$ cat config.mk
export PLATFORM = sky130hd
export DESIGN_NAME = uart_rx_cfg_flat
export DESIGN_NICKNAME = d
export VERILOG_FILES = /design/src/rtl/uart_rx_cfg_if.sv /design/src/rtl/uart_rx_cfg.sv /design/src/flat_wrapper.sv
export SDC_FILE = /design/constraint.sdc
export NUM_CORES = 1
export LEC_CHECK = 0
export ABC_AREA = 1
export ABC_CLOCK_PERIOD_IN_PS = 1520
export CAP_MARGIN = 20
export CORE_MARGIN = 2
export CORE_UTILIZATION = 52
export DETAILED_ROUTE_END_ITERATION = 8
export GPL_ROUTABILITY_DRIVEN = 0
export PLACE_DENSITY_LB_ADDON = 0.15
export SLEW_MARGIN = 20
export SYNTH_ARGS = -nofsm -noshare
export SYNTH_HDL_FRONTEND = slang
export SYNTH_SLANG_ARGS = --single-unit
$ cat constraint.sdc
create_clock -name clock -period 1.52 [get_ports clock]
set_clock_uncertainty 0.05 [all_clocks]
set_input_delay 0.304 -clock clock [delete_from_list [all_inputs] [get_ports clock]]
set_output_delay 0.304 -clock clock [all_outputs]
set_load 0.01 [all_outputs]
$ cat src/rtl/uart_rx_cfg_if.sv
// Received-word handshake bundle between the UART receiver and its consumer.
// The receiver drives data and status; the consumer answers with data_ready.
interface uart_rx_cfg_if #(
  parameter int DATA_BITS = 8
);
  logic [DATA_BITS-1:0] data_out;
  logic                 data_valid;
  logic                 data_ready;
  logic                 parity_err;
  logic                 frame_err;

  modport master (
    output data_out,
    output data_valid,
    output parity_err,
    output frame_err,
    input  data_ready
  );

  modport slave (
    input  data_out,
    input  data_valid,
    input  parity_err,
    input  frame_err,
    output data_ready
  );
endinterface

$ cat src/rtl/uart_rx_cfg.sv
// Parametrised UART receiver: synchronised rx, mid-bit sampling, parity/framing/overrun
// flags and a one-entry holding register with valid/ready handshake.
module uart_rx_cfg #(
  parameter int CLK_SPEED = 5_000_000,
  parameter int BAUD_RATE = 9600,
  parameter int DATA_BITS = 8,
  parameter int PARITY    = 0,
  parameter int STOP_BITS = 1
) (
  input  logic                 clock,
  input  logic                 reset_n,
  input  logic                 rx,
  uart_rx_cfg_if.master        rx_word,
  output logic                 overrun,
  output logic                 busy
);

  localparam int BAUD_TICK = CLK_SPEED / BAUD_RATE;
  localparam int HALF_TICK = BAUD_TICK / 2;
  localparam int CNT_W     = (BAUD_TICK > 2) ? $clog2(BAUD_TICK) : 1;
  localparam int IDX_W     = $clog2(DATA_BITS);

  localparam logic [CNT_W-1:0] FULL_END = CNT_W'(BAUD_TICK - 1);
  localparam logic [CNT_W-1:0] HALF_END = CNT_W'(HALF_TICK - 1);
  localparam logic [IDX_W-1:0] LAST_IDX = IDX_W'(DATA_BITS - 1);
  localparam logic             LAST_STOP = 1'(STOP_BITS - 1);

  localparam logic [2:0] S_IDLE      = 3'd0;
  localparam logic [2:0] S_START     = 3'd1;
  localparam logic [2:0] S_DATA      = 3'd2;
  localparam logic [2:0] S_PARITY    = 3'd3;
  localparam logic [2:0] S_STOP      = 3'd4;
  localparam logic [2:0] S_WAIT_HIGH = 3'd5;

  logic                 sync1;
  logic                 rx_s;
  logic [2:0]           state;
  logic [CNT_W-1:0]     cnt;
  logic [IDX_W-1:0]     idx;
  logic                 stop_idx;
  logic [DATA_BITS-1:0] shift;
  logic                 perr_acc;
  logic                 ferr_acc;

  logic sample;
  logic done;
  logic ferr_now;
  logic transfer;
  logic accept;
  logic drop;

  always_ff @(posedge clock or negedge reset_n) begin
    if (!reset_n) begin
      sync1 <= 1'b1;
      rx_s  <= 1'b1;
    end else begin
      sync1 <= rx;
      rx_s  <= sync1;
    end
  end

  // The start bit is checked at its midpoint; later bits one full period apart.
  always_comb begin
    sample   = 1'b0;
    done     = 1'b0;
    ferr_now = ferr_acc | ~rx_s;
    if (state == S_START) begin
      sample = (cnt == HALF_END);
    end else if (state == S_DATA || state == S_PARITY || state == S_STOP) begin
      sample = (cnt == FULL_END);
    end
    if (state == S_STOP && sample && stop_idx == LAST_STOP) begin
      done = 1'b1;
    end
  end

  always_ff @(posedge clock or negedge reset_n) begin
    if (!reset_n) begin
      state    <= S_IDLE;
      cnt      <= '0;
      idx      <= '0;
      stop_idx <= 1'b0;
      shift    <= '0;
      perr_acc <= 1'b0;
      ferr_acc <= 1'b0;
    end else begin
      if (state == S_IDLE || state == S_WAIT_HIGH || sample) begin
        cnt <= '0;
      end else begin
        cnt <= cnt + 1'b1;
      end

      case (state)
        S_IDLE: begin
          if (!rx_s) state <= S_START;
        end
        S_START: begin
          if (sample) begin
            if (rx_s) begin
              state <= S_IDLE;
            end else begin
              state <= S_DATA;
              idx   <= '0;
            end
          end
        end
        S_DATA: begin
          if (sample) begin
            shift <= {rx_s, shift[DATA_BITS-1:1]};
            if (idx == LAST_IDX) begin
              state    <= (PARITY != 0) ? S_PARITY : S_STOP;
              stop_idx <= 1'b0;
              perr_acc <= 1'b0;
              ferr_acc <= 1'b0;
            end else begin
              idx <= idx + 1'b1;
            end
          end
        end
        S_PARITY: begin
          if (sample) begin
            perr_acc <= (PARITY == 1) ? (^shift ^ rx_s) : ~(^shift ^ rx_s);
            state    <= S_STOP;
          end
        end
        S_STOP: begin
          if (sample) begin
            ferr_acc <= ferr_now;
            if (stop_idx == LAST_STOP) begin
              // A held break must return high before another start bit counts.
              state <= ferr_now ? S_WAIT_HIGH : S_IDLE;
            end else begin
              stop_idx <= stop_idx + 1'b1;
            end
          end
        end
        S_WAIT_HIGH: begin
          if (rx_s) state <= S_IDLE;
        end
        default: state <= S_IDLE;
      endcase
    end
  end

  assign busy     = (state != S_IDLE);
  assign transfer = rx_word.data_valid & rx_word.data_ready;
  assign accept   = done & (~rx_word.data_valid | rx_word.data_ready);
  assign drop     = done & rx_word.data_valid & ~rx_word.data_ready;

  always_ff @(posedge clock or negedge reset_n) begin
    if (!reset_n) begin
      rx_word.data_out   <= '0;
      rx_word.data_valid <= 1'b0;
      rx_word.parity_err <= 1'b0;
      rx_word.frame_err  <= 1'b0;
      overrun            <= 1'b0;
    end else begin
      if (accept) begin
        rx_word.data_out   <= shift;
        rx_word.parity_err <= perr_acc;
        rx_word.frame_err  <= ferr_now;
        rx_word.data_valid <= 1'b1;
      end else if (transfer) begin
        rx_word.data_valid <= 1'b0;
      end

      if (drop) begin
        overrun <= 1'b1;
      end else if (transfer) begin
        overrun <= 1'b0;
      end
    end
  end

endmodule
$ cat src/flat_wrapper.sv
// flat-port wrapper written by rule: the top's interface ports become plain ports
module uart_rx_cfg_flat 
#(
  parameter int CLK_SPEED = 5_000_000,
  parameter int BAUD_RATE = 9600,
  parameter int DATA_BITS = 8,
  parameter int PARITY    = 0,
  parameter int STOP_BITS = 1
)
  (clock, reset_n, rx, overrun, busy, rx_word_data_out, rx_word_data_valid, rx_word_parity_err, rx_word_frame_err, rx_word_data_ready);
  uart_rx_cfg_if #(.DATA_BITS(DATA_BITS)) rx_word_i ();
  input  logic clock;
  input  logic reset_n;
  input  logic rx;
  output logic overrun;
  output logic busy;
  output wire logic [$bits(rx_word_i.data_out)-1:0] rx_word_data_out;
  output wire logic [$bits(rx_word_i.data_valid)-1:0] rx_word_data_valid;
  output wire logic [$bits(rx_word_i.parity_err)-1:0] rx_word_parity_err;
  output wire logic [$bits(rx_word_i.frame_err)-1:0] rx_word_frame_err;
  input wire logic [$bits(rx_word_i.data_ready)-1:0] rx_word_data_ready;
  assign rx_word_data_out = rx_word_i.data_out;
  assign rx_word_data_valid = rx_word_i.data_valid;
  assign rx_word_parity_err = rx_word_i.parity_err;
  assign rx_word_frame_err = rx_word_i.frame_err;
  assign rx_word_i.data_ready = rx_word_data_ready;
  uart_rx_cfg #(.CLK_SPEED(CLK_SPEED), .BAUD_RATE(BAUD_RATE), .DATA_BITS(DATA_BITS), .PARITY(PARITY), .STOP_BITS(STOP_BITS)) u_core (.clock(clock), .reset_n(reset_n), .rx(rx), .rx_word(rx_word_i), .overrun(overrun), .busy(busy));
endmodule
## Yosys cells after proc, flatten, opt, wreduce, memory -nomap -nowiden

Index checks and enable logic that the tools add are counted.
Widths: inputs -> output; s select.

| word-level totals | value |
|---|---|
| output and inout bits | 13 |
| bits in registers | 41 |
| logic and storage cells | 98 |
| bits of input ports | 4 |

| cells by class | value |
|---|---|
| muxes and demuxes | 32 |
| eq/ne operators | 18 |
| bitwise logic cells | 12 |
| reductions and logical operators | 19 |
| add/sub/neg operators | 3 |

Operators with widths:

| operator | count |
|---|---|
| $mux 3 | 13 |
| $pmux 3 s6 | 1 |
| $mux 1 | 12 |
| $add 10x1->10 const B | 1 |
| $eq 10x10->1 const B | 1 |
| $eq 10x9->1 const B | 1 |
| $mux 10 | 1 |
| $ne 2x1->1 const B | 5 |
| $ne 2x2->1 const B | 5 |
| $reduce_bool 2->1 | 5 |
| $eq 3x3->1 const B | 3 |
| $reduce_and 4->1 | 2 |
| $reduce_and 8->1 | 1 |
| $reduce_xor 8->1 | 1 |
| $eq 3x2->1 const B | 2 |
| $pmux 1 s2 | 3 |
| $pmux 3 s2 | 1 |
| $not 1->1 | 5 |
| $reduce_and 5->1 | 1 |
| $and 1x1->1 | 4 |
| $logic_or 1x1->1 | 4 |
| $add 3x1->3 const B | 1 |
| $eq 3x1->1 const B | 1 |
| $logic_not 3->1 | 1 |
| 7 further kinds | 9 |

## Logic depth before layout (Yosys ltp)

Gate-level depths: netlist (run 1).

| depth | value |
|---|---|
| depth after elaboration | 11 |
| gate-level depth with buffers | 11 |
| gate-level depth less buffers | 11 |

## Least setup slack after synthesis (run 1)

Ideal clock, no wire load.

| timing | value |
|---|---|
| kind | register to register |
| from | reg u_core.cnt[0] |
| to | reg u_core.rx_word.frame_err |
| cell stages (with the launch flop) | 12 |
| library setup time | 0.121 ns |
| required time | 1.349 ns |
| buffers on the path | 1 |
| clock period less this slack | 1.557 ns |
| data arrival time | 1.386 ns |
| slack | -0.037 ns |
| cell sequence | dfrtp_1 -> ha_1 -> nand2_1 -> inv_1 -> nand2_1 -> nor2_1 -> nand3_1 -> nand2_2 -> nand3_4 -> buf_6 -> nand2_1 -> o21ai_2 |

| between the ends | value |
|---|---|
| cells in the longest elaborated chain, start to end | 7 |
| elaborated cells on any way between the ends | 8 |
| those cells by class | eq/ne (2); mux (3); bitwise (1); reduce/logical (2) |

Ends and longest elaborated chain:

| item | line | source |
|---|---|---|
| from (decl) | uart_rx_cfg.sv:38 | `logic [CNT_W-1:0] cnt;` |
| from (signal assigned) | uart_rx_cfg.sv:90 | `cnt <= cnt + 1'b1;` |
| $eq 10x10->1 | uart_rx_cfg.sv:70 | `sample = (cnt == FULL_END);` |
| $mux 1 | uart_rx_cfg.sv:69 | `end else if (state == S_DATA \|\| state == S_PARITY \|\| state == S_STOP) begin` |
| $mux 1 * | uart_rx_cfg.sv:67 | `if (state == S_START) begin` |
| $logic_and 1x1->1 * (2 in series) | uart_rx_cfg.sv:72 | `if (state == S_STOP && sample && stop_idx == LAST_STOP) begin` |
| $mux 1 * | uart_rx_cfg.sv:72 |  |
| $and 1x1->1 * | uart_rx_cfg.sv:147 | `assign accept = done & (~rx_word.data_valid \| rx_word.data_ready);` |
| to (signal assigned) | uart_rx_cfg.sv:161 | `rx_word.frame_err <= ferr_now;` |
| to (decl) | uart_rx_cfg_if.sv:16 | `output frame_err,` |

Every way passes the cells marked *; elsewhere a longest branch is shown, timed or not.
A chain may end at the register's enable or synchronous reset.

## Worst setup path after layout (run 1)

| timing | value |
|---|---|
| from | reg u_core.state[0] |
| to | reg u_core.shift[6] |

| between the ends | value |
|---|---|
| cells in the longest elaborated chain, start to end | 6 |
| elaborated cells on any way between the ends | 9 |
| those cells by class | eq/ne (4); mux (2); reduce/logical (3) |

Ends and longest elaborated chain:

| item | line | source |
|---|---|---|
| from (decl) | uart_rx_cfg.sv:37 | `logic [2:0] state;` |
| from (signal assigned) | uart_rx_cfg.sv:111 | `state <= (PARITY != 0) ? S_PARITY : S_STOP;` |
| from (signal assigned) | uart_rx_cfg.sv:131 | `state <= ferr_now ? S_WAIT_HIGH : S_IDLE;` |
| $eq 3x2->1 (on tied branches) | uart_rx_cfg.sv:69, uart_rx_cfg.sv:93 |  |
| $logic_or 1x1->1 (2 in series) | uart_rx_cfg.sv:69 |  |
| $mux 1 | uart_rx_cfg.sv:69 |  |
| $mux 1 | uart_rx_cfg.sv:67 |  |
| $reduce_and 2->1 (no source line) * | - |  |
| to (signal assigned) | uart_rx_cfg.sv:109 | `shift <= {rx_s, shift[DATA_BITS-1:1]};` |
| to (decl) | uart_rx_cfg.sv:41 | `logic [DATA_BITS-1:0] shift;` |

Marked as above.

==> results.md, run 1 <==
* PwrDens at 647 mW/mm^2
* Nets at 351
* CP endpoint kind: flop
* Worst-path clk slew at 80 ps
* Drt wl/cell at 13.0 um
* Initial antenna violation count at 0
* Ports at 17
* Clk buf depth at 2
* Min Tclk post-route at 1670 ps
* Remaining global-route overflow at 0
* Setup WS post-layout at -152 ps
* Number of CTS-inserted buffers at 5
* Final hold violation count at 0
* Switching Share at 20.7%
* Combinational power share at ~2.4%
* Vias in the first global route at around 1800
* WP buf/inv at 1
* Clk sinks at 40
* Cell mode on critical path: nand2_2
* Register area at 0.00100 mm^2
* Maximum VDD drop at 491 uV
* Syn Area/Cell at ~7.8 um^2
* RSZ-0062 raised after global routing: true
* Placed cell count at between 300 and 400
* Cell Area, Placed at around 0.0026 mm^2
* Yosys cell types at 28
* Worst path top cell family by delay: simple AND/OR/NAND/NOR gates
* CTS Root Cell: clkbuf_8
* Post-route setup TNS at -2380 ps
* Syn nets at 278
* Critical-path cell with the highest stage delay: dfrtp_1
* Fin Hold WS at about 310 ps
* CP arrival at between 1500 and 2000 ps
* CP Cell Sequence: nor2_2, nand2_1, nand2_2, nand3_1, nand2_2, nand2_2, nor2_4, clkbuf_16, o21ai_1
* Vias at 2015
* CP Launch Type: flop
* Die width at around 68 um
* Outcome: finished, violations left
* Slew Viols, Final at 0
* Seq/Total Area, Yosys at 47.8%
* Commonest non-fill, non-tap cell in the layout: nand2_1
* Most frequent cells in the layout: nand2_1 (79), buf_4 (39), dfrtp_1 (37), inv_1 (29), nand2_2 (20)
* DRC at 0
* Clock latency on the worst-skew pair at 290 ps
* Int Power at 1.57 mW
* Max Cap Viol at 0
* H-tree Lvls at 2
* Least-Margin Pin Slew at 475 ps
* Finished Core Util at 77.7%
* NetSw at about 0.4 mW
* Max Clk Rate at approximately 600 MHz
* CTS tree: built
* Failing checks: setup timing
* Die ar. at 0.00456 mm^2
* Post-synthesis register bit count at 40
* Vias/cell at just over 5
* GR Util All Layers at between 20% and 30%
* # port buffers at 16
* # setup viols final at 34
* Layout overhead on the synthesized area at 45.9%
* Share of cells above drive strength 1 at 37.1%
* Relative slew slack at approximately two thirds
* Initial Utilization at 53.3%
* Final instance area at about 0.0031 mm^2
* Clock Power Share at 43.6%
* CP max FO at 5
* Die H at 67.6 um
* Worst endpoint required time at approximately 1700 ps
* Mapped cell area at 0.00210 mm^2
* Slowest stage delay, CP at just under 400 ps
* # rows at 23
* Mapped Cells at 271
* Kind of critical path: flop to flop
* Final cycle utilization of the critical path at 110%
* First DRT Iteration DRCs at about 140
* Hold crit path type: flop to flop
* Core area at approximately 0.0039 mm^2
* Final cell count without fillers at 395
* Drt pass-1 iters at 4
* Routed Antenna Nets at 0
* Detailed Route WL at 5130 um
* First-pass GRT wire length at between 7000 and 8000 um
* Yosys warns at 0
* P_leak at 1.61 nW
* Filler Cell Count at approximately 270
* N_diodes at 0
* Largest net degree at the start of global routing at 22
* Area of the multi-input gates at 0.00113 mm^2
* Post-DP HPWL at between 3000 and 4000 um
* Sequential share of power at 54.0%
[flip-flops by register name (all words and copies together), names as in the netlist]
| name | flops |
|---|---|
| u_core.rx_word.data_out | 8 |
| u_core.rx_word.parity_err | 1 |
| u_core.rx_word.data_valid | 1 |
| u_core.state | 3 |
| u_core.idx | 3 |
| u_core.shift | 8 |
| u_core.rx_word.frame_err | 1 |
| u_core.overrun | 1 |
| u_core.rx_s | 1 |
| u_core.perr_acc | 1 |
| u_core.sync1 | 1 |
| u_core.ferr_acc | 1 |
| u_core.cnt | 10 |
[final timing paths]
kind	from	endpoint	depth (start not counted)	slack (ps)
max in group asynchronous	reset_n	u_core.state[2]	3	480
min	u_core.sync1	u_core.rx_s	0	310
min in group asynchronous	reset_n	u_core.rx_word.data_out[4]	2	440
max	u_core.state[0]	u_core.shift[6]	9	-150
min reg2reg	u_core.sync1	u_core.rx_s	0	310
max reg2reg	u_core.state[0]	u_core.shift[6]	9	-150
[final cells by class]
class / instances / share of cell area [%]
Timing Repair Buffer: 69 / 20.4
Inverter: 34 / 4.25
Multi-Input combinational cell: 194 / 37.0
Clock inverter: 2 / 1.14
Tap cell: 50 / 2.04
Sequential cell: 40 / 32.8
Clock buffer: 6 / 2.37
[synthesized netlist by cell type, drive strengths merged]
master / instances / area share [%]
nand2: 103 / 19
dfrtp: 38 / 45
inv: 34 / 6.1
nor2: 29 / 6.3
o21ai: 22 / 6.7
nand3: 18 / 4.9
a21oi: 6 / 1.6
nor3: 5 / 1.4
buf: 3 / 1.6
ha: 3 / 1.8
dfstp: 2 / 2.5
a21boi: 1 / 0.36
a21o: 1 / 0.36
and3: 1 / 0.30
nand4: 1 / 0.30
o2111ai: 1 / 0.42
o211ai: 1 / 0.36
or2: 1 / 0.30
xor2: 1 / 0.42
[logic make-up (layout without fill, tap and decap cells)]
kind of cell,Yosys count,count (layout),share of synthesized area [%]
AND/OR/NAND/NOR,158,158,32.6
flip-flops,40,40,47.8
buffers and inverters,37,111,7.68
AO/OA/AOI/OAI,32,32,9.77
adder cells (fa/ha/maj),3,3,1.79
XOR/XNOR,1,1,0.417
[per-layer routing]
layer | share of wire (%) | vias up | track usage, %
li1 | - | 994 | -
met1 | 43 | 965 | 28.6
met2 | 51 | 48 | 37.7
met3 | 4.7 | 8 | 4.33
met4 | 1.3 | 0 | 8.93
met5 | 0 | - | 0
[what timing repair did]
action                                  in CTS  in global routing
pin swaps                                   10                 26
buffers inserted                             4                  8
cloned                                       0                  1
resized for setup                           51                 28
endpoints found under the setup margin      45                 39
hold endpoints to repair                    17                  0
hold buffers                                 1                  0
[metrics by stage]
stage	setup WS, ps	power [mW]
floorplan	-11.4	1.10
global placement	-52.8	1.13
detailed placement	-77.3	1.14
CTS	-74.2	2.00
global route	-246	2.07
finish	-152	1.98
[power groups by stage]
stage / clock network [mW] / logic, mW / registers [mW]
2_1_floorplan: 0 / 0.00767 / 1.09
3_3_place_gp: 0 / 0.0434 / 1.09
3_5_place_dp: 0 / 0.0437 / 1.09
4_1_cts: 0.887 / 0.0474 / 1.07
5_1_grt: 0.939 / 0.0555 / 1.07
6_report: 0.864 / 0.0484 / 1.07
No activity file was read; power rests on OpenSTA's default activity.
==> run 2, diff against run 1 <==
- ABC_AREA: 1 -> unset
- ABC_CLOCK_PERIOD_IN_PS: 1520 -> 1600
- CORE_UTILIZATION: 52 -> 56
- CTS_CLUSTER_DIAMETER: unset -> 150
- clock period: 1.52 -> 1.6 ns (I/O delays scaled with it)
==> run 2 against run 1 <==
Compared with the run above: the run still ends with setup timing left; worst setup slack worse by 220 ps; first-iteration DRC count is 55% lower; combinational power is 4% lower; critical endpoint is now u_core.shift[3]; global-route usage is 2.5 points higher.
==> results.md, run 2 <==
* Number of CTS-inserted buffers at 5 (unchanged)
* Detailed Route WL at 4730 um (was 5130 um)
* Reg2reg setup slack at -370 ps (was -150 ps)
* Nets at 224 (was 351)
* Post-synth top area share at 49.5% (was 45.3%)
* Yosys cell types at 44 (was 28)
* Worst-path clk slew at 110 ps (was 80 ps)
* Remaining global-route overflow at 0 (unchanged)
* First DRT Iteration DRCs at 61 (was 136)
* Most frequent cells in the layout: dfrtp_1 (36), buf_4 (32), nor2_1 (12), dlygate4sd2_1 (12), xnor2_1 (11) (was nand2_1 (79), buf_4 (39), dfrtp_1 (37), inv_1 (29), nand2_2 (20))
* Drt pass-1 iters at 4 (unchanged)
* Multiplexer area fraction after synthesis at 11.1% (was 0%)
* Final instance area at 0.00272 mm^2 (was 0.00306 mm^2)
* Synth top area cells: dfrtp_1 (50%), mux2_2 (11%), xnor2_1 (5.0%) (was dfrtp_1 (45%), nand2_1 (17%), inv_1 (5.5%))
* Fin Hold WS at 312 ps (was 310 ps)
* Kind of critical path: flop to flop (unchanged)
* Vias at 1506 (was 2015)
* Top Registers: u_core.cnt: 10 flops, u_core.rx_word.data_out: 8 flops, u_core.shift: 8 flops (unchanged)
* CTS tree: built (unchanged)
* Placement Setup Slack at -313 ps (was -77.3 ps)
* Post-DP HPWL at 3010 um (was 3180 um)
* # rows at 21 (was 23)
* Post-synth top flop: dfrtp_1 (unchanged)
* Failing checks: setup timing (unchanged)
* Layout overhead on the synthesized area at 41.4% (was 45.9%)
* Commonest non-fill, non-tap cell in the layout: dfrtp_1 (was nand2_1)
* Crit path launch: u_core.cnt[5] (was u_core.state[0])
* P_leak at 1.26 nW (was 1.61 nW)
* Worst endpoint required time at 1780 ps (was 1650 ps)
* Hold crit path type: flop to flop (unchanged)
* Post-Synth Simple-Gate Area at 14.7% (was 32.6%)
* Cell Area, Placed at 0.00239 mm^2 (was 0.00262 mm^2)
* Maximum VDD drop at 687 uV (was 491 uV)
* Initial Utilization at 58.0% (was 53.3%)
* Worst hold start: u_core.sync1 (unchanged)
* Worst reg2reg startpoint: u_core.cnt[5] (was u_core.state[0])
* Initial antenna violation count at 0 (unchanged)
* H-tree Lvls at 2 (unchanged)
* PwrDens at 631 mW/mm^2 (was 647 mW/mm^2)
* Vias/cell at 5.70 (was 5.10)
* Synth Area in Adders at 1.95% (was 1.79%)
* Commonest cells in the netlist: dfrtp_1 (38), mux2_2 (19), nor2_1 (14), xnor2_1 (11), nand2_1 (6) (was nand2_1 (97), dfrtp_1 (38), inv_1 (31), nor2_1 (24), nand3_1 (17))
* Final cycle utilization of the critical path at 123% (was 110%)
* Area leader, netlist: dfrtp_1 (unchanged)
* # port buffers at 16 (unchanged)
* CP arrival at 2150 ps (was 1800 ps)
* Clk buf depth at 2 (unchanged)
* Max reg flops at 10 (unchanged)
* Mapped Cells at 160 (was 271)
* Setup WS post-layout at -367 ps (was -152 ps)
* Drt wl/cell at 17.9 um (was 13.0 um)
* Most Crowded Layer GR: met2 (unchanged)
* Relative slew slack at 68.3% (about the same)
* CP max FO at 8 (was 5)
* Min Tclk post-route at 1970 ps (was 1670 ps)
* Post-synth ARST share at 100% (unchanged)
* Die H at 62.6 um (was 67.6 um)
* RSZ-0062 raised after global routing: true (unchanged)
* CP endpoint kind: flop (unchanged)
* CTS Root Cell: clkbuf_4 (was clkbuf_8)
* DRC at 0 (unchanged)
* Largest family of logic cells by synthesized area: simple AND/OR/NAND/NOR gates (unchanged)
* Max Clk Rate at 508 MHz (was 598 MHz)
* Seq/Total Area, Yosys at 52.2% (was 47.8%)
* Yosys warns at 0 (unchanged)
* Syn nets at 167 (was 278)
* Post-synth EDFFs at 0 (unchanged)
* Synth Area in Compound Gates at 10.3% (was 9.77%)
* First-pass GRT wire length at 7510 um (was 7660 um)
* Slew Viols, Final at 0 (unchanged)
* Largest net degree at the start of global routing at 23 (was 22)
* Met3 Usage GRT at 5.41% (was 4.33%)
* Register bank with the most flops: u_core.cnt (unchanged)
* # setup viols final at 37 (was 34)
* Clock latency on the worst-skew pair at 350 ps (was 290 ps)
* XOR/XNOR Fraction of Synth Area at 7.56% (was 0.417%)
* Least-Margin Pin Slew at 475 ps (about the same)
* Grt met2 use at 43.3% (was 37.7%)
* Mapped cell area at 0.00192 mm^2 (was 0.00210 mm^2)
* Outcome: finished, violations left (unchanged)
* Clk sinks at 40 (unchanged)
* Top-count cell post-synth: dfrtp_1 (was nand2_1)
* Die width at 62.6 um (was 67.6 um)
* Die ar. at 0.00391 mm^2 (was 0.00456 mm^2)
* Final hold violation count at 0 (unchanged)
* N_diodes at 0 (unchanged)
* M1 GR Usage at 30.5% (was 28.6%)
* Filler Cell Count at 193 (was 271)
* Ports at 17 (unchanged)
* Core area at 0.00331 mm^2 (was 0.00394 mm^2)
* Max Cap Viol at 0 (unchanged)
* CP Launch Type: flop (unchanged)
* Routed Antenna Nets at 0 (unchanged)
* Vias in the first global route at 1579 (was 1764)
* Syn Area/Cell at 12.0 um^2 (was 7.75 um^2)
* Share of cells above drive strength 1 at 44.0% (was 37.1%)
* Post-synthesis register bit count at 40 (unchanged)
* GR Util All Layers at 25.1% (was 22.6%)
-- run 2: cell type report --
| type | count | area, um^2 | share of cell area (%) |
|---|---|---|---|
| Inverter | 4 | 15.0 | 0.553 |
| Clock inverter | 2 | 35.0 | 1.29 |
| Timing Repair Buffer | 56 | 473 | 17.4 |
| Multi-Input combinational cell | 110 | 1090 | 40.0 |
| Tap cell | 46 | 57.6 | 2.12 |
| Sequential cell | 40 | 1010 | 37.1 |
| Clock buffer | 6 | 41.3 | 1.52 |
-- run 2: metrics by stage --
stage	setup TNS [ps]	total power [mW]	cells	utilization [%]
global placement	-7510	1.08	249	72.2
CTS	-8740	1.73	265	78.9
detailed placement	-8530	1.08	249	72.2
floorplan	-7610	1.04	160	-
finish	-9710	1.71	264	82.0
global route	-10820	1.78	264	82.0
-- run 2: cells by family after synthesis --
kind of cell	after synthesis
muxes	19
buffers and inverters	10
adders and majority gates	3
DFF	40
and+or+nand+nor	50
AOI/OAI and AO/OA	23
xor gates and xnor gates	15
-- run 2: final timing paths --
path                              endpoint  cells after the start
setup / recovery           u_core.shift[3]                      5
hold / removal                 u_core.rx_s                      0
setup reg to reg           u_core.shift[3]                      5
hold reg to reg                u_core.rx_s                      0
max in group asynchronous     u_core.sync1                      3
min in group asynchronous  u_core.ferr_acc                      2
-- run 2: layer usage --
layer  vias to the layer above  wire, um
met1                       746      1920
met4                         0       120
met2                        45      2490
met5                         -         0
li1                        701         -
met3                        14       203
-- run 2: report_power, final --
part | internal [mW] | switching (mW) | total (mW)
clock | 0.328 | 0.322 | 0.649
sequential | 1.02 | 0.00127 | 1.02
combinational | 0.0177 | 0.0287 | 0.0464
-- run 2: repair_timing --
action | 4_1_cts | 5_1_grt
hold buffers | 1 | 0
setup buffers | 7 | 1
pin swaps | 8 | 3
resized for setup | 36 | 22
setup endpoints to repair | 50 | 39
hold endpoints to repair | 18 | 0
-- run 2: worst max-delay path, stage by stage, from the launching register on --
cell and delay (ps):
dfrtp_1 420, or4_4 570, nor2_4 110, and4_1 210, buf_6 170, mux2_4 320
==> run 3, diff against run 2 <==
- ABC_CLOCK_PERIOD_IN_PS: 1600 -> 2100
- clock period: 1.6 -> 2.1 ns (I/O delays scaled with it)
==> run 3 against run 2 <==
Compared with the run above: the flow now finishes without violations; cell count down 11%; combinational power down 41%; critical path depth unchanged; sequential cell count unchanged; total power down 25%; maximum frequency down 4.5%; hold slack worse by 260 ps; first-iteration DRC count up 120%; sequential share of layout area up 7.4 points; core utilization down 14 points; critical endpoint is now u_core.cnt[9]; largest cell class is now sequential cells.
==> results.md, run 3 (synthesized netlist as in run 2, its figures left out) <==
* Die width at 62.6 um (unchanged)
* Grt met2 use at 31.5% (was 43.3%)
* Outcome: completed (was finished, violations left)
* Top Registers: u_core.cnt: 10 flops, u_core.rx_word.data_out: 8 flops, u_core.shift: 8 flops (unchanged)
* Nets at 194 (was 224)
* Post-route setup TNS at 0 ps (was -9710 ps)
* Routed Antenna Nets at 0 (unchanged)
* Drt pass-1 iters at 5 (was 4)
* Final hold violation count at 0 (unchanged)
* Worst-path clk slew at 120 ps (was 110 ps)
* Initial Utilization at 58.0% (unchanged)
* Max Clk Rate at 486 MHz (was 508 MHz)
* Clk buf depth at 2 (unchanged)
* Commonest non-fill, non-tap cell in the layout: dfrtp_1 (unchanged)
* CTS Root Cell: clkbuf_4 (unchanged)
* Ports at 17 (unchanged)
* Setup WS post-layout at 40.7 ps (was -367 ps)
* Die ar. at 0.00391 mm^2 (unchanged)
* P_leak at 1.03 nW (was 1.26 nW)
* Vias in the first global route at 1383 (was 1579)
* Die H at 62.6 um (unchanged)
* Most frequent cells in the layout: dfrtp_1 (35), mux2_2 (19), clkdlybuf4s50_1 (15), nor2_1 (13), xnor2_1 (11) (was dfrtp_1 (36), buf_4 (32), nor2_1 (12), dlygate4sd2_1 (12), xnor2_1 (11))
* Worst endpoint required time at 2290 ps (was 1780 ps)
* CP Launch Type: flop (unchanged)
* # setup viols final at 0 (was 37)
* DRC at 0 (unchanged)
* Area of the multi-input gates at 880 um^2 (was 0.00109 mm^2)
* Final cell count without fillers at 234 (was 264)
* First-pass GRT wire length at 6040 um (was 7510 um)
* Register area at 0.00101 mm^2 (about the same)
* Initial antenna violation count at 0 (unchanged)
* Tot Pwr at 1.29 mW (was 1.71 mW)
* Clk sinks at 40 (unchanged)
* Max Cap Viol at 0 (unchanged)
* M1 GR Usage at 24.7% (was 30.5%)
* Filler Cell Count at 272 (was 193)
* CP arrival at 2250 ps (was 2150 ps)
* Largest net degree at the start of global routing at 41 (was 23)
* # port buffers at 16 (unchanged)
* H-tree Lvls at 2 (unchanged)
* Drt wl/cell at 14.8 um (was 17.9 um)
* Fin Hold WS at 55.2 ps (was 312 ps)
* CP endpoint kind: flop (unchanged)
* Final cycle utilization of the critical path at 98.1% (was 123%)
* Least-Margin Pin Slew at 492 ps (was 475 ps)
* N_diodes at 0 (unchanged)
* Vias/cell at 5.93 (was 5.70)
* Register bank with the most flops: u_core.cnt (unchanged)
* Remaining global-route overflow at 0 (unchanged)
* Reg2reg setup slack at 40 ps (was -370 ps)
* Placement Setup Slack at 16.6 ps (was -313 ps)
* PwrDens at 570 mW/mm^2 (was 631 mW/mm^2)
* # hold bufs at CTS at 0 (was 1)
* Met3 Usage GRT at 5.05% (was 5.41%)
* First DRT Iteration DRCs at 133 (was 61)
* CP max FO at 5 (was 8)
* Placed cell count at 222 (was 249)
* # rows at 21 (unchanged)
* Share of cells above drive strength 1 at 27.1% (was 44.0%)
* Most Crowded Layer GR: met2 (unchanged)
* Layout overhead on the synthesized area at 18.0% (was 41.4%)
* Kind of critical path: flop to flop (unchanged)
* Max reg flops at 10 (unchanged)
* Relative slew slack at 67.2% (was 68.3%)
* Maximum VDD drop at 443 uV (was 687 uV)
* Hold crit path type: input port to async pin (was flop to flop)
* GR Util All Layers at 19.4% (was 25.1%)
* Cell depth of the worst flop-to-flop path at 5 (unchanged)
* Vias at 1388 (was 1506)
* CTS tree: built (unchanged)
* Min Tclk post-route at 2060 ps (was 1970 ps)
* Detailed Route WL at 3470 um (was 4730 um)
* Number of CTS-inserted buffers at 5 (unchanged)
* Core area at 0.00331 mm^2 (unchanged)
* Clock latency on the worst-skew pair at 340 ps (was 350 ps)
* Slew Viols, Final at 0 (unchanged)
* Post-DP HPWL at 2470 um (was 3010 um)
run 3: cell count changes in the layout (fill, tap and decap cells not counted), sizes merged:
| cell | delta |
|---|---|
| buf | -29 |
| clkbuf | -1 |
| clkdlybuf4s50 | +13 |
| dlygate4sd2 | -12 |
| dlygate4sd3 | -1 |
run 3: layer usage:
metal	routed length (um)	vias up
met5	0	-
met4	43	0
met3	191	6
met2	1660	52
met1	1580	687
li1	-	643
run 3: power by group:
part | switching (mW) | internal, mW | leakage, nW
logic | 0.0189 | 0.00856 | 0.464
registers | 0.00121 | 0.773 | 0.528
clock network | 0.240 | 0.250 | 0.0422
total | 0.260 | 1.03 | 1.03
run 3: final cells by class:
type | instances | area share [%]
repair buffers | 26 | 10.2
inverters | 4 | 0.663
clock inverters | 2 | 1.55
multi-input cells | 110 | 38.8
well taps | 46 | 2.54
clock buffers | 6 | 1.82
flip-flops and latches | 40 | 44.5
run 3: worst paths after layout:
kind                          startpoint         endpoint
setup reg to reg           u_core.cnt[6]    u_core.cnt[9]
min in group clock          u_core.sync1      u_core.rx_s
hold / removal                   reset_n    u_core.cnt[6]
max in group asynchronous        reset_n  u_core.state[2]
hold reg to reg             u_core.sync1      u_core.rx_s
setup / recovery           u_core.cnt[6]    u_core.cnt[9]
run 3: worst max-delay path: stages (launching register included):
cell and delay, ps:
dfrtp_1 450, or4_4 580, o311a_1 390, o31ai_4 260, buf_4 170, nor2_1 50
run 3: timing repair:
item / in CTS / in global routing
pin swaps: 0 / 1
gates resized for setup: 4 / 2
endpoints found under the setup margin: 1 / 19
buffers inserted: 0 / 4
run 3: through the flow:
stage,util [%],cell area (um^2)
3_5_place_dp,65.0,2150
5_1_grt,68.4,2270
4_1_cts,67.5,2230
2_1_floorplan,-,1920
6_report,68.4,2270
3_3_place_gp,65.0,2150
